===== src/rtl/cond_flag_unit.sv =====
// cond_flag_unit
//   Condition/flag stage that sits directly after the ALU.
//   It holds the architectural NZCV register and evaluates each instruction's ARM condition
//   field against the registered flags. From that result it gates the PC, register-file and
//   memory write enables. It also returns the registered carry to the ALU.
//
// Optional feature
//   COND_PERF_CNT_EN (macro)
//     Builds saturating counters of executed and skipped instructions.
//     When the macro is undefined, ExecCount and SkipCount are tied to zero.
//
// Parameters
//   FLAG_RESET  reset value of {N,Z,C,V}
//   PERF_W      width of each performance counter
//
// Ports
//   CLK, RESET      rising-edge clock; asynchronous active-high reset
//   InstrValid      an instruction is presented this cycle
//   Cond            ARM condition field
//   ALUFlags        {N,Z,C,V} produced by the ALU for this instruction
//   FlagW           [1] update N,Z; [0] update C (and V when IsArithmeticOp)
//   IsArithmeticOp  ADD/SUB-class instruction; only these may write V
//   PCS/RegW/MemW   raw write intents from the decoder
//   NoWrite         compare-class instruction; suppress register write
//   Stall, Flush    hold state / squash current instruction
//   PCSrc, RegWrite, MemWrite  gated write enables (combinational)
//   CondEx          condition pass (combinational)
//   C_Flag          registered carry bit, returned to the ALU
//   Flags           registered {N,Z,C,V}
//   ExecCount, SkipCount       performance counters
module cond_flag_unit #(
  parameter logic [3:0] FLAG_RESET = 4'b0000,
  parameter int         PERF_W     = 32
) (
  input  logic              CLK,
  input  logic              RESET,
  input  logic              InstrValid,
  input  logic [3:0]        Cond,
  input  logic [3:0]        ALUFlags,
  input  logic [1:0]        FlagW,
  input  logic              IsArithmeticOp,
  input  logic              PCS,
  input  logic              RegW,
  input  logic              MemW,
  input  logic              NoWrite,
  input  logic              Stall,
  input  logic              Flush,
  output logic              PCSrc,
  output logic              RegWrite,
  output logic              MemWrite,
  output logic              CondEx,
  output logic              C_Flag,
  output logic [3:0]        Flags,
  output logic [PERF_W-1:0] ExecCount,
  output logic [PERF_W-1:0] SkipCount
);

  // ARM condition table; nzcv is {N,Z,C,V}.
  function automatic logic cond_eval(input logic [3:0] cond, input logic [3:0] nzcv);
    logic n, z, c, v;
    logic res;
    n = nzcv[3];
    z = nzcv[2];
    c = nzcv[1];
    v = nzcv[0];
    case (cond)
      4'b0000: res = z;
      4'b0001: res = ~z;
      4'b0010: res = c;
      4'b0011: res = ~c;
      4'b0100: res = n;
      4'b0101: res = ~n;
      4'b0110: res = v;
      4'b0111: res = ~v;
      4'b1000: res = c & ~z;
      4'b1001: res = ~c | z;
      4'b1010: res = (n == v);
      4'b1011: res = (n != v);
      4'b1100: res = ~z & (n == v);
      4'b1101: res = z | (n != v);
      4'b1110: res = 1'b1;
      default: res = 1'b0;  // 4'b1111: never
    endcase
    return res;
  endfunction

  logic [3:0] flags_r;
  logic [3:0] flags_nxt_s;
  logic       cond_ex_s;
  logic       upd_en_s;
  logic       count_en_s;

  // Evaluation always uses the pre-update registered flags, never this cycle's ALUFlags.
  assign cond_ex_s  = InstrValid & cond_eval(Cond, flags_r);
  assign upd_en_s   = cond_ex_s & ~Stall & ~Flush;
  assign count_en_s = InstrValid & ~Stall & ~Flush;

  assign CondEx   = cond_ex_s;
  assign PCSrc    = PCS  & cond_ex_s & ~Flush;
  assign RegWrite = RegW & cond_ex_s & ~NoWrite & ~Flush;
  assign MemWrite = MemW & cond_ex_s & ~Flush;
  assign Flags    = flags_r;
  assign C_Flag   = flags_r[1];

  // Next flag value: per-field merge of ALUFlags; logical S-ops leave V untouched.
  always_comb begin
    flags_nxt_s = flags_r;
    if (FlagW[1]) begin
      flags_nxt_s[3:2] = ALUFlags[3:2];
    end else begin
      flags_nxt_s[3:2] = flags_r[3:2];
    end
    if (FlagW[0]) begin
      flags_nxt_s[1] = ALUFlags[1];
    end else begin
      flags_nxt_s[1] = flags_r[1];
    end
    if (FlagW[0] & IsArithmeticOp) begin
      flags_nxt_s[0] = ALUFlags[0];
    end else begin
      flags_nxt_s[0] = flags_r[0];
    end
  end

  // Architectural NZCV register.
  always_ff @(posedge CLK or posedge RESET) begin
    if (RESET) begin
      flags_r <= FLAG_RESET;
    end else if (upd_en_s) begin
      flags_r <= flags_nxt_s;
    end
  end

`ifdef COND_PERF_CNT_EN
  localparam logic [PERF_W-1:0] CNT_MAX = {PERF_W{1'b1}};

  logic [PERF_W-1:0] exec_cnt_r;
  logic [PERF_W-1:0] skip_cnt_r;

  // Saturating executed/skipped counters; stalled or flushed slots are not counted.
  always_ff @(posedge CLK or posedge RESET) begin
    if (RESET) begin
      exec_cnt_r <= {PERF_W{1'b0}};
      skip_cnt_r <= {PERF_W{1'b0}};
    end else if (count_en_s) begin
      if (cond_ex_s) begin
        if (exec_cnt_r != CNT_MAX) begin
          exec_cnt_r <= exec_cnt_r + PERF_W'(1);
        end
      end else begin
        if (skip_cnt_r != CNT_MAX) begin
          skip_cnt_r <= skip_cnt_r + PERF_W'(1);
        end
      end
    end
  end

  assign ExecCount = exec_cnt_r;
  assign SkipCount = skip_cnt_r;
`else
  logic unused_cnt_s;
  assign unused_cnt_s = count_en_s;
  assign ExecCount    = {PERF_W{1'b0}};
  assign SkipCount    = {PERF_W{1'b0}};
`endif

endmodule

===== config.mk =====
export PLATFORM = sky130hd
export DESIGN_NAME = cond_flag_unit
export DESIGN_NICKNAME = d
export VERILOG_FILES = /design/src/rtl/cond_flag_unit.sv
export SDC_FILE = /design/constraint.sdc
export NUM_CORES = 1
export LEC_CHECK = 0
export ABC_AREA = 1
export CAP_MARGIN = 20
export CORE_UTILIZATION = 27
export DETAILED_ROUTE_END_ITERATION = 7
export GPL_ROUTABILITY_DRIVEN = 0
export PLACE_DENSITY = 0.78
export SLEW_MARGIN = 20
export SYNTH_ARGS = -nofsm -noshare
export SYNTH_HDL_FRONTEND = slang
export SYNTH_SLANG_ARGS = --single-unit

===== constraint.sdc =====
create_clock -name CLK -period 1.5 [get_ports CLK]
set_clock_uncertainty 0.2 [all_clocks]
set_input_delay 0.15 -clock CLK [delete_from_list [all_inputs] [get_ports CLK]]
set_output_delay 0.15 -clock CLK [all_outputs]
set_load 0.01 [all_outputs]

=== Word level (Yosys, flattened, before mapping) ===
Cells that the tools add are included.

* Equal/unequal tests: 16
* Multiplexer cells: 1
* Bitwise logic cells: 22
* Reduce and logical (&&, ||, !) cells: 4

{| class="wikitable"
|+ Operator list
! cell !! number
|-
| == test 4 bit (second input constant) || 7
|-
| == test 4 x 3 -> 1 bit (second input constant) || 4
|-
| one-hot mux 1 bit (15 select lines) || 1
|-
| AND 1 bit || 13
|-
| == test 4 x 2 -> 1 bit (second input constant) || 2
|-
| inverter 1 bit || 7
|-
| AND reduction 2 bit || 3
|-
| == test 4 x 1 -> 1 bit (second input constant) || 1
|-
| logical NOT 4 bit || 1
|-
| bitwise OR 1 bit || 2
|-
| == test 1 bit || 1
|-
| inequality test 1 bit || 1
|}

* Register bits after elaboration: 4
* Output and inout bits: 73
* Word-level logic and storage cells: 46

=== Logic depth before layout (Yosys ltp) ===
* Depth in word-level cells: 7
* Mapped depth: 12
* Gate-level depth less buffers: 12

=== Worst setup path after synthesis ===
No wires, ideal clock.

* Path type: register to output
* Start point: register flags_r[3] (netlist: Flags[3])
* End point: output MemWrite
* Data arrival time: 1300 ps
* Required time: 1150 ps
* Path slack: -150 ps
* Cell stages (with the launch flop): 13
* Buffers on the path: 0
* Cell sequence: dfrtp_1 > inv_1 > nand2_1 > nand2_1 > nand2_1 > nand2_1 > nand2_1 > nand2_1 > nand3_2 > nand2_1 > inv_2 > nand2_1 > nor2_1

* Cells in the longest elaborated chain, start to end: 6

{| class="wikitable"
|+ RTL lines
! element !! line !! text
|-
| start, declared || 87 || <nowiki>logic [3:0] flags_r;</nowiki>
|-
| start signal, assigned || 130 || <nowiki>flags_r <= flags_nxt_s;</nowiki>
|-
| inequality test 1 bit or == test 1 bit (tied branches) || - ||
|-
| bitwise OR 1 bit or AND 1 bit (tied branches) || 80, 79 ||
|-
| one-hot mux 1 bit (15 select lines) * || 66 || <nowiki>case (cond)</nowiki>
|-
| AND 1 bit * || 94 || <nowiki>assign cond_ex_s = InstrValid & cond_eval(Cond, flags_r);</nowiki>
|-
| named net CondEx || 51 || <nowiki>output logic CondEx,</nowiki>
|-
| AND 1 bit * (2 in series) || 101 || <nowiki>assign MemWrite = MemW & cond_ex_s & ~Flush;</nowiki>
|-
| end, declared || 50 || <nowiki>output logic MemWrite,</nowiki>
|}

The timed path passes the listed nets; every way through them passes the cells marked *.

=== Final worst setup path ===
* Start point: register flags_r[0] (netlist: Flags[0])
* End point: output PCSrc

* Cells in the longest elaborated chain, start to end: 6

{| class="wikitable"
|+ RTL lines
! element !! line !! text
|-
| inequality test 1 bit or == test 1 bit (tied branches) || - ||
|-
| bitwise OR 1 bit or AND 1 bit (tied branches) || 80, 79 ||
|-
| one-hot mux 1 bit (15 select lines) * || 66 ||
|-
| AND 1 bit * || 94 ||
|-
| AND 1 bit * (2 in series) || 99 || <nowiki>assign PCSrc = PCS & cond_ex_s & ~Flush;</nowiki>
|-
| end, declared || 48 || <nowiki>output logic PCSrc,</nowiki>
|}

Mark *: on every way between the ends. The rest lies on a longest branch, timed or not.

==> out/qor.csv <==
stage,metric,value,unit
yosys,Yosys top cell by area,buf_4,
run_status,status,finished with violations,
die,DIE HEIGHT,61.7,um
hold_path,hold wc startpoint,ALUFlags[1],
layout,proportion of layout cells with a drive suffix above 1,22.2,%
worst_setup_path,worst path required time,1150,ps
layout,FF/Latch Area,101,um^2
die,IO Count,93,
yosys,library cells used by synthesis,15,
die,Die X,61.7,um
clocking,TritonCTS clock tree,done,
clocking,Worst-Skew Late Latency,240,ps
clocking,depth of the CTS H-tree,1,
layout,final std cells w/o fill,244,
clocking,CTS max path bufs,2,
die,FP Rows,21,
placed_design,IO buf count,28,
timing,Hold Slack,251,ps
yosys,share of the synthesized area in the top cell type,50.8,%
timing,Final WS setup,-373,ps
detailed_routing,First DRT Iteration DRCs,5,
clocking,Num Clock Sinks,4,
timing,pins over their slew limit,0,
worst_setup_path,CP Class,flop to output pin,
clocking,Num CTS Buffers,3,
layout,Final nets,220,
grt,GR Util All Layers,9.43,%
worst_setup_path,reg-to-reg startpoint,Flags[0],
detailed_routing,Vias/cell,3.44,
yosys,post-synthesis sequential area ratio,10.4,%
die,die area,3800,um^2
yosys,#FFs+latches synth,4,
detailed_routing,ANT nets after route,0,
worst_setup_path,Reg2Reg Depth,14,
timing,"Min Clock Period, post-route",1870,ps
detailed_routing,Pre-Repair DR Iteration Count,4,
yosys,synthesized instance count,156,
worst_setup_path,CP Launch Type,flop,
timing,Peak Freq,534,MHz
clocking,Root Driver,clkbuf_4,
timing,Setup Viol. Count Final,8,
timing,"Hold Vio Cnt, Final",0,
layout,fill count,391,
layout,area delta synth->final,23.4,%
die,Initial Util,28.6,%
pwr,VDD IR-drop max,0.740,mV
yosys,synth top area cells,"buf_4 (51%), nand2_1 (15%), dfrtp_1 (10%)",
worst_setup_path,WP data arrival,1520,ps
layout,"Core Util, Final",35.3,%
placed_design,DP Area,1120,um^2
layout,Antenna diodes,0,
detailed_routing,total vias in the final route,840,
worst_setup_path,Reg2Reg Setup Slack,-320,ps
grt,initial antenna violation count,0,
worst_setup_path,worst r2r dst,Flags[0],
flow_run,Max Cap Viol,0,
hold_path,Hold Crit Class,input port to flop,
grt,global route overflow,0,
grt,first-pass GRT wire length,2700,um
yosys,syn avg cell area,6.16,um^2
detailed_routing,Wirelength per Cell,6.87,um
layout,area of the multi-input gates,592,um^2
pwr,Pwr Density,979,nW/um^2
pwr,Pleak,0.703,nW
grt,largest net degree at the start of global routing,9,
placed_design,pre-CTS setup slack,-941,ps
timing,RSZ-0062 raised after global routing,true,
yosys,synth warn,0,
clocking,"Reg clk slew, reported paths",40,ps
layout,design area,1190,um^2
hold_path,Cells on Worst Hold Path,3,
timing,period utilisation layout,125,%
worst_setup_path,Crit. End Element,output pin,
placed_design,Detail Placement HPWL,1420,um
detailed_routing,number of remaining DRC errors,0,
detailed_routing,total wire length after detailed routing,1680,um
yosys,Syn Std Cell Area,961,um^2
hold_path,worst hold path endpoint,Flags[1],
placed_design,Cells after DPL,237,
run_status,failing checks,negative setup slack,
layout,max FFs per register,4,
worst_setup_path,Worst Path Max Fanout,4,
die,Core Area,3360,um^2
grt,vias in the first global route,659,
cell usage in the layout (no fill, tap or decap), types with 4 or more instances in the layout:
cell,instances
nand3_1,9
nand2_1,32
nor2_2,5
nor2_1,9
dlygate4sd2_1,8
buf_4,11
clkdlybuf4s50_1,15
buf_2,4
inv_1,8
inv_2,6
nand2_2,7
conb_1,64
kinds of logic (layout without fill, tap and decap cells):
logic type | after synthesis | after routing | share of synthesized area (%)
compound gates | 2 | 2 | 1.43
other cells | 1 | 64 | 0.390
flops | 4 | 4 | 10.4
simple gates | 69 | 69 | 31.0
buf+inv | 80 | 59 | 56.8
area by class of cell:
type | count | area share [%]
clock buffers | 3 | 1.90
inverters | 14 | 4.43
multi-input cells | 135 | 49.9
flip-flops and latches | 4 | 8.54
well taps | 46 | 4.85
repair buffers | 42 | 30.4
worst max-delay path, cell delays in order (launching register included):
cell and delay (ps):
dfrtp_1 400, inv_2 60, nand3_1 70, nand2_1 50, nand2_1 70, nand3_2 80, nor2_2 110, nand3_2 100
nand2_2 80, inv_2 50, nand2_2 50, nor2_2 30, buf_2 130
layer usage:
layer  GRT usage (%)  up-vias  routed length (um)
met2            17.1       50                 856
li1                -      433                   -
met5               0        -                   0
met4            1.90        0                   0
met3            2.52        0                 140
met1            11.1      357                 680
how the worst max path moves through the flow:
stage / cells after the start / startpoint / end
detailed placement: 14 / Cond[2] / PCSrc
global placement: 14 / Cond[2] / MemWrite
global route: 12 / Flags[3] / PCSrc
finish: 12 / Flags[0] / PCSrc
floorplan: 12 / Flags[3] / MemWrite
CTS: 12 / Flags[0] / PCSrc
per-stage QoR:
stage,total power [mW],setup TNS (ps)
finish,1.16,-2580
CTS,1.13,-2770
global route,1.29,-3720
floorplan,0.708,-264
detailed placement,0.935,-5550
global placement,0.927,-5260
timing repair:
item	CTS	global route
gates cloned	0	0
pin swaps	8	4
hold buffers	1	0
hold endpoints to repair	4	0
setup endpoints to repair	13	9
setup buffers	4	0
gates resized for setup	35	11
Yosys cell counts:
master / n
buf_4: 65
nand2_1: 39
inv_1: 13
nor2_1: 13
nand3_1: 10
dfrtp_1: 4
nand4_1: 3
nand3_2: 2
a21oi_1: 1
a21oi_2: 1
buf_2: 1
conb_1: 1
inv_2: 1
nand3b_1: 1
nor2_2: 1
power breakdown:
part | internal, mW | switching [mW] | total, mW | leakage [nW]
Combinational | 0.389 | 0.411 | 0.800 | 0.640
Sequential | 0.160 | 0.0624 | 0.223 | 0.0496
Clock | 0.0899 | 0.0492 | 0.139 | 0.0138
Total | 0.639 | 0.523 | 1.16 | 0.703
No activity file was read; power rests on OpenSTA's default activity.
